$ cat src/rtl/dcache_controller.sv
// dcache_controller
//   Sequencing FSM between the CPU load/store port, a direct-mapped write-back
//   data cache (2048 words, 3-bit tag, valid + dirty per line) and a
//   fixed-latency main memory. Hits complete in one lookup cycle. Misses write
//   back a dirty victim, refill the word from memory, then retry the lookup.
//
// Parameters
//   MEM_LATENCY : cycles memory address/data are held per access (1..15)
//
// Ports
//   clk, rst_b                : clock, asynchronous active-low reset
//   cpu_req/we/is_word        : CPU request, store flag, word/byte select
//   cpu_addr, cpu_wdata       : CPU byte address and store data
//   cpu_ready, cpu_done       : idle indicator, completion pulse
//   cpu_rdata                 : cache word of the last completed access
//   cache_addr/wdata/we/is_word/set_valid/set_dirty : cache control outputs
//   cache_hit/dirty/rdata/victim_addr               : cache status inputs
//   mem_addr/wdata/we, mem_rdata                    : main memory port
//   hit_count, miss_count     : first-lookup hit and miss statistics
module dcache_controller #(
    parameter int unsigned MEM_LATENCY = 4
) (
    input  logic        clk,
    input  logic        rst_b,
    input  logic        cpu_req,
    input  logic        cpu_we,
    input  logic        cpu_is_word,
    input  logic [31:0] cpu_addr,
    input  logic [31:0] cpu_wdata,
    output logic        cpu_ready,
    output logic        cpu_done,
    output logic [31:0] cpu_rdata,
    output logic [31:0] cache_addr,
    output logic [31:0] cache_wdata,
    output logic        cache_we,
    output logic        cache_is_word,
    output logic        cache_set_valid,
    output logic        cache_set_dirty,
    input  logic        cache_hit,
    input  logic        cache_dirty,
    input  logic [31:0] cache_rdata,
    input  logic [31:0] cache_victim_addr,
    output logic [31:0] mem_addr,
    output logic [31:0] mem_wdata,
    output logic        mem_we,
    input  logic [31:0] mem_rdata,
    output logic [31:0] hit_count,
    output logic [31:0] miss_count
);

    typedef enum logic [2:0] {IDLE, LOOKUP, WRITEBACK, FILL, REFILL} state_t;

    localparam logic [3:0] LAST_CNT = 4'(MEM_LATENCY - 1);

    state_t      state;
    logic [31:0] req_addr;
    logic [31:0] req_wdata;
    logic        req_we;
    logic        req_is_word;
    logic        retry;      // set once the first lookup has missed
    logic [3:0]  cnt;
    logic [31:0] fill_data;

    always_ff @(posedge clk or negedge rst_b) begin
        if (!rst_b) begin
            state       <= IDLE;
            req_addr    <= '0;
            req_wdata   <= '0;
            req_we      <= 1'b0;
            req_is_word <= 1'b0;
            retry       <= 1'b0;
            cnt         <= '0;
            fill_data   <= '0;
            cpu_rdata   <= '0;
            hit_count   <= '0;
            miss_count  <= '0;
        end else begin
            case (state)
                IDLE: begin
                    if (cpu_req) begin
                        req_addr    <= cpu_addr;
                        req_wdata   <= cpu_wdata;
                        req_we      <= cpu_we;
                        req_is_word <= cpu_is_word;
                        retry       <= 1'b0;
                        cnt         <= '0;
                        state       <= LOOKUP;
                    end
                end
                LOOKUP: begin
                    if (cache_hit) begin
                        cpu_rdata <= cache_rdata;
                        if (!retry) hit_count <= hit_count + 32'd1;
                        state <= IDLE;
                    end else begin
                        if (!retry) miss_count <= miss_count + 32'd1;
                        retry <= 1'b1;
                        cnt   <= '0;
                        state <= cache_dirty ? WRITEBACK : FILL;
                    end
                end
                WRITEBACK: begin
                    if (cnt == LAST_CNT) begin
                        cnt   <= '0;
                        state <= FILL;
                    end else begin
                        cnt <= cnt + 4'd1;
                    end
                end
                FILL: begin
                    if (cnt == LAST_CNT) begin
                        cnt       <= '0;
                        fill_data <= mem_rdata;  // memory data is valid in the last hold cycle
                        state     <= REFILL;
                    end else begin
                        cnt <= cnt + 4'd1;
                    end
                end
                REFILL: state <= LOOKUP;
                default: state <= IDLE;
            endcase
        end
    end

    // The cache address tracks the registered request, including while idle.
    assign cache_addr = req_addr;

    always_comb begin
        cpu_ready       = (state == IDLE);
        cpu_done        = 1'b0;
        cache_we        = 1'b0;
        cache_is_word   = req_is_word;
        cache_wdata     = req_wdata;
        // Default write-back of the line's own status: a dirty line stays
        // valid and dirty; a clean tag-mismatched line may drop its valid bit.
        // Forced low while reset is asserted.
        cache_set_valid = rst_b & (cache_hit | cache_dirty);
        cache_set_dirty = rst_b & cache_dirty;
        mem_we          = 1'b0;
        mem_addr        = {req_addr[31:2], 2'b00};
        mem_wdata       = cache_rdata;
        case (state)
            LOOKUP: begin
                if (cache_hit) begin
                    cpu_done = 1'b1;
                    if (req_we) begin
                        cache_we        = 1'b1;
                        cache_set_valid = 1'b1;
                        cache_set_dirty = 1'b1;
                    end
                end
            end
            WRITEBACK: begin
                mem_we   = 1'b1;
                mem_addr = cache_victim_addr;
            end
            REFILL: begin
                cache_we        = 1'b1;
                cache_is_word   = 1'b1;
                cache_wdata     = fill_data;
                cache_set_valid = 1'b1;
                cache_set_dirty = 1'b0;
            end
            default: ;
        endcase
    end

    // After a refill the retried lookup must hit.
    retry_must_hit: assert property (@(posedge clk) disable iff (!rst_b)
        (state == LOOKUP && retry) |-> cache_hit);

endmodule

$ cat config.mk
export PLATFORM = sky130hd
export DESIGN_NAME = dcache_controller
export DESIGN_NICKNAME = d
export VERILOG_FILES = /design/src/rtl/dcache_controller.sv
export SDC_FILE = /design/constraint.sdc
export NUM_CORES = 1
export LEC_CHECK = 0
export BUFFER_PORTS_ARGS = -buffer_cell sky130_fd_sc_hd__buf_2
export CELL_PAD_IN_SITES_DETAIL_PLACEMENT = 0
export CELL_PAD_IN_SITES_GLOBAL_PLACEMENT = 1
export CORE_MARGIN = 1.5
export CORE_UTILIZATION = 40
export DETAILED_ROUTE_END_ITERATION = 8
export GPL_TIMING_DRIVEN = 0
export HOLD_SLACK_MARGIN = 0.12
export PLACE_DENSITY_LB_ADDON = 0.1
export SYNTH_ARGS = -nofsm -noshare
export SYNTH_HDL_FRONTEND = slang
export SYNTH_SLANG_ARGS = --single-unit
$ cat constraint.sdc
create_clock -name clk -period 5.05 [get_ports clk]
set_clock_uncertainty 0.2 [all_clocks]
set_input_delay 1.01 -clock clk [delete_from_list [all_inputs] [get_ports clk]]
set_output_delay 1.01 -clock clk [all_outputs]
set_load 0.1 [all_outputs]
* Word-level counts from Yosys, hierarchy flattened
Cells that the tools add are included.
** Cells by class
- Add/subtract/negate cells :: 3
- Bitwise operators :: 5
- Reductions and logical operators :: 12
- Equality and inequality tests :: 9
- Muxes and demuxes :: 28
** Operators by type and width (count)
- 32-bit by 1-bit adder with 32-bit output, second input constant :: 2
- 32-bit two-way mux :: 2
- 3-bit one-hot mux with 5 select lines :: 1
- 3-bit AND reduction :: 5
- 1-bit two-way mux :: 13
- 4-bit two-way mux :: 3
- 4-bit one-hot mux with 3 select lines :: 1
- 3-bit two-way mux :: 3
- 2-bit != test, second input constant :: 4
- 1-bit one-hot mux with 2 select lines :: 4
- 3-bit by 2-bit == test with 1-bit output, second input constant :: 2
- 2-bit AND reduction :: 3
- 4-bit by 1-bit adder with 4-bit output, second input constant :: 1
- 4-bit by 2-bit == test with 1-bit output, second input constant :: 1
- 3-bit by 1-bit == test with 1-bit output, second input constant :: 1
- 3-bit == test, second input constant :: 1
- 3-bit zero test :: 1
- 3-bit nonzero test :: 1
- 1-bit AND :: 2
- 2-bit two-way mux :: 1
- 1-bit NOT :: 2
- 2-bit nonzero test :: 1
- 2-bit OR reduction :: 1
- 1-bit bitwise OR :: 1
** Storage, ports and cells
- Output and inout bits :: 231
- Bits of input ports :: 167
- Bits in registers :: 202

* Longest topological paths before layout
- Depth in word-level cells :: 5
- Depth in mapped cells :: 6
- Depth with buffers taken out :: 5

* Worst setup path after synthesis
No wires, ideal clock.
- Path type :: flip-flop to output port
- Start :: register state[0]
- End :: output cache_set_dirty
- Slack :: 0.585 ns
- Data arrival time :: 3.255 ns
- Path buffers :: 2
- Stages on the path, launching flop included :: 5
- Cells stage by stage :: dfrtp_1 clkbuf_1 nor3b_1 clkbuf_1 o21ai_0
** On the way
- Cells in the longest elaborated chain, start to end :: 2
** RTL lines
- start, declared :: RTL line 55 : state_t state;
- start signal, assigned :: RTL line 99 : state <= cache_dirty ? WRITEBACK : FILL;
- 3-bit == test / 3-bit by 1-bit == test with 1-bit output (equally long branches) :: RTL line 142 : case (state)
- 1-bit one-hot mux with 2 select lines * :: RTL line 142
- end, declared :: RTL line 38 : output logic cache_set_dirty,
Mark *: on every way between the ends. The rest lies on a longest branch, timed or not.

* Worst setup path in the final report
- Start :: register state[0]
- End :: output cache_wdata[25]
** On the way
- Cells in the longest elaborated chain, start to end :: 2
** RTL lines
- 3-bit == test :: RTL line 142
- 32-bit two-way mux :: RTL line 142
- end, declared :: RTL line 34 : output logic [31:0] cache_wdata,
Every way passes these cells.

==> impl_metrics.json <==
{
  "timing.rr.start": "state[2]$_DFFE_PN0P_",
  "relSlewSlack_pct": 18.7,
  "synth_cell_types": 38,
  "rsz0062_at_grt": "false",
  "port_buffers": 397,
  "path_clk_slew_ns": 0.05,
  "clk_latency_ns": 0.51,
  "synth_ff_type": "dfrtp_1",
  "crit_slowest_cell": "nor3b_1",
  "final_nets": 1304,
  "place.gp.congestion": 0.762,
  "dpl.hpwl_mm": 18.8,
  "rows": 55,
  "synth-warning-count": 0,
  "cp_common_cell": "clkbuf_1",
  "htree_levels": 1,
  "die_w_um": 155,
  "worst_pin_slew_ns": 1.22,
  "crit_required_ns": 3.84,
  "max_freq_mhz": 212,
  "period_share_pct": 93.3,
  "cts_root_buf": "clkbuf_16",
  "endpoint_kind": "primary output",
  "drt_pass1_iterations": 4,
  "grt_pass1_wl_mm": 38.6,
  "cts-resized-gates": 0,
  "groute.usage.overall_pct": 20.2,
  "fin_crit_ns": 4.71,
  "fillCellCount": 2083,
  "cts.sinks": 202,
  "async_flop_share_pct": 100,
  "grt_max_degree": 107,
  "hold_viol_final": 0,
  "io_pins": 398,
  "status": "complete, no violations",
  "crit_type": "reg2out",
  "place_area_um2": 11600,
  "cts_setup_buffers": 0,
  "multi_input_area_um2": 3780,
  "hold_ws_ns": 0.264,
  "clk_path_buf_depth": 3,
  "drtIter0Drc": 225,
  "path_cells": "clkbuf_1 -> nor3b_1 -> clkbuf_1 -> mux2_2 -> buf_2",
  "ys_seq_elements": 202,
  "synth_cells": 711,
  "hp-start": "hit_count[31]$_DFFE_PN0P_",
  "postCtsHoldBufs": 0,
  "drt-vias-per-instance": 4.84,
  "grt_pass1_vias": 7105,
  "antenna_found_initial": 11,
  "crit_start": "state[0]$_DFFE_PN0P_",
  "syn_area_um2": 9250,
  "wl_per_cell_um": 17.2,
  "ant_nets": 0,
  "report.final.setup_viol": 0,
  "synthesis.nets": 881,
  "final_layout_size_suffix_gt1_share_pct": 58.8,
  "cp.arrival_ns": 3.50,
  "wl_mm": 24.8,
  "synth_edf_count": 0,
  "cp-start-kind": "flop",
  "cap_viol_max_count": 0,
  "dieHeight_um": 155,
  "regArea_um2": 5050,
  "cts_buffers": 23,
  "core-area_um2": 22600,
  "vias": 6981,
  "fin_area_um2": 12400,
  "report.final.slew_viol_count": 0,
  "critPathMaxStageDelay_ns": 1.02,
  "start_util_pct": 40.9,
  "grt.overflow.total": 0,
  "syn_area_per_cell_um2": 13.0,
  "syn2layout_area_growth_pct": 33.5,
  "cts_tree": "yes",
  "crit_fanout": 10,
  "die_area_um2": 24000,
  "hp-class": "reg2reg",
  "drc": 0,
  "yosysSeqAreaShare_pct": 54.6
}
-- metal layers --
| layer | GRT usage, % | share of wire, % |
|---|---|---|
| met1 | 25.0 | 41 |
| met5 | 0 | 0.089 |
| met4 | 5.54 | 2.2 |
| met2 | 33.4 | 48 |
| met3 | 7.38 | 8.6 |
-- cells in the mapped netlist (2+ instances only) --
library cell / count / area (µm²)
nor3b_1: 2 / 15.0
o21ai_0: 2 / 10.0
buf_4: 32 / 240
and3_1: 3 / 18.8
xor2_1: 21 / 184
xnor2_1: 44 / 385
nor2_1: 20 / 75.1
and4_1: 2 / 17.5
buf_2: 7 / 35.0
and2_1: 5 / 31.3
inv_1: 9 / 33.8
a21oi_1: 2 / 10.0
nor4b_1: 3 / 26.3
clkbuf_1: 20 / 75.1
dfrtp_1: 202 / 5050
nor2b_1: 5 / 31.3
or4_4: 2 / 22.5
buf_1: 2 / 7.51
or2_2: 4 / 25.0
or3_1: 2 / 12.5
nor4_1: 19 / 119
mux2_2: 194 / 2180
nand2b_1: 2 / 12.5
nor4_2: 2 / 25.0
nand3_1: 25 / 125
buf_6: 2 / 22.5
ha_1: 3 / 37.5
nand2_1: 27 / 101
nand4_1: 26 / 163
nor3_1: 14 / 70.1
-- cells in the final DEF, fill, tap and decap left out, types with 20 or more instances in the layout --
cell         n
dfrtp_1    202
clkbuf_1    27
xor2_1      21
nand3_1     25
mux2_2     194
clkbuf_16   23
nand2_1     27
nor2_1      20
buf_4       32
nand4_1     26
buf_2      403
xnor2_1     44
-- path summary, 6_finish.rpt --
kind                       slack [ns]                          to  cells after the start
setup / recovery                 0.34             cache_wdata[25]                      5
hold reg to reg                  0.26   hit_count[31]$_DFFE_PN0P_                      1
min in group asynchronous        0.31   hit_count[24]$_DFFE_PN0P_                      1
setup reg to reg                 2.40  miss_count[23]$_DFFE_PN0P_                      5
max in group asynchronous        3.38   fill_data[13]$_DFFE_PN0P_                      2
hold / removal                   0.26   hit_count[31]$_DFFE_PN0P_                      1
-- kinds of logic (layout without fill, tap and decap cells) --
kind of cell	Yosys count	count (layout)	synth area share [%]
xor+xnor	66	66	6.33
simple gates	167	167	10.0
flops	202	202	54.6
buf+inv	72	510	4.48
mux	194	194	23.6
fa+ha+maj	3	3	0.406
other cells	0	9	0
compound gates	7	7	0.500
-- layout make-up --
cell class	instances	share of cell area, %
tap	285	2.89
inverter	9	0.273
buffer	63	3.08
multi-input combinational	437	30.6
antenna	9	0.182
sequential	202	40.9
clock inverter	5	0.233
clock buffer	35	5.43
timing repair buffer	398	16.4
-- registers in the layout (all words and copies together) (netlist names) --
signal	count
req_is_word	1
req_we	1
cpu_rdata	32
cnt	4
hit_count	32
retry	1
fill_data	32
miss_count	32
req_wdata	32
cache_addr	32
state	3
-- critical path: cells and delay by family (launching register included) --
kind	cells	cell delay (ns)
AND/OR/NAND/NOR	1	1.02
buffers and inverters	3	1.23
flip-flops	1	0.48
multiplexers	1	0.25
-- metrics by stage --
stage                     cells  util (%)  TNS, ns  worst slack [ns]
after floorplan             711         -        0             0.585
after global placement     1393      51.2  -176.11             -1.92
after detailed placement   1394      51.4        0             0.838
after CTS                  1434      54.5        0             0.279
after global routing       1439      54.5        0            0.0757
final                      1443      54.6        0             0.340
Power is left out: the tool's default activity adds up to more than one toggle a clock period on the data nets, which glitch-free logic cannot reach.
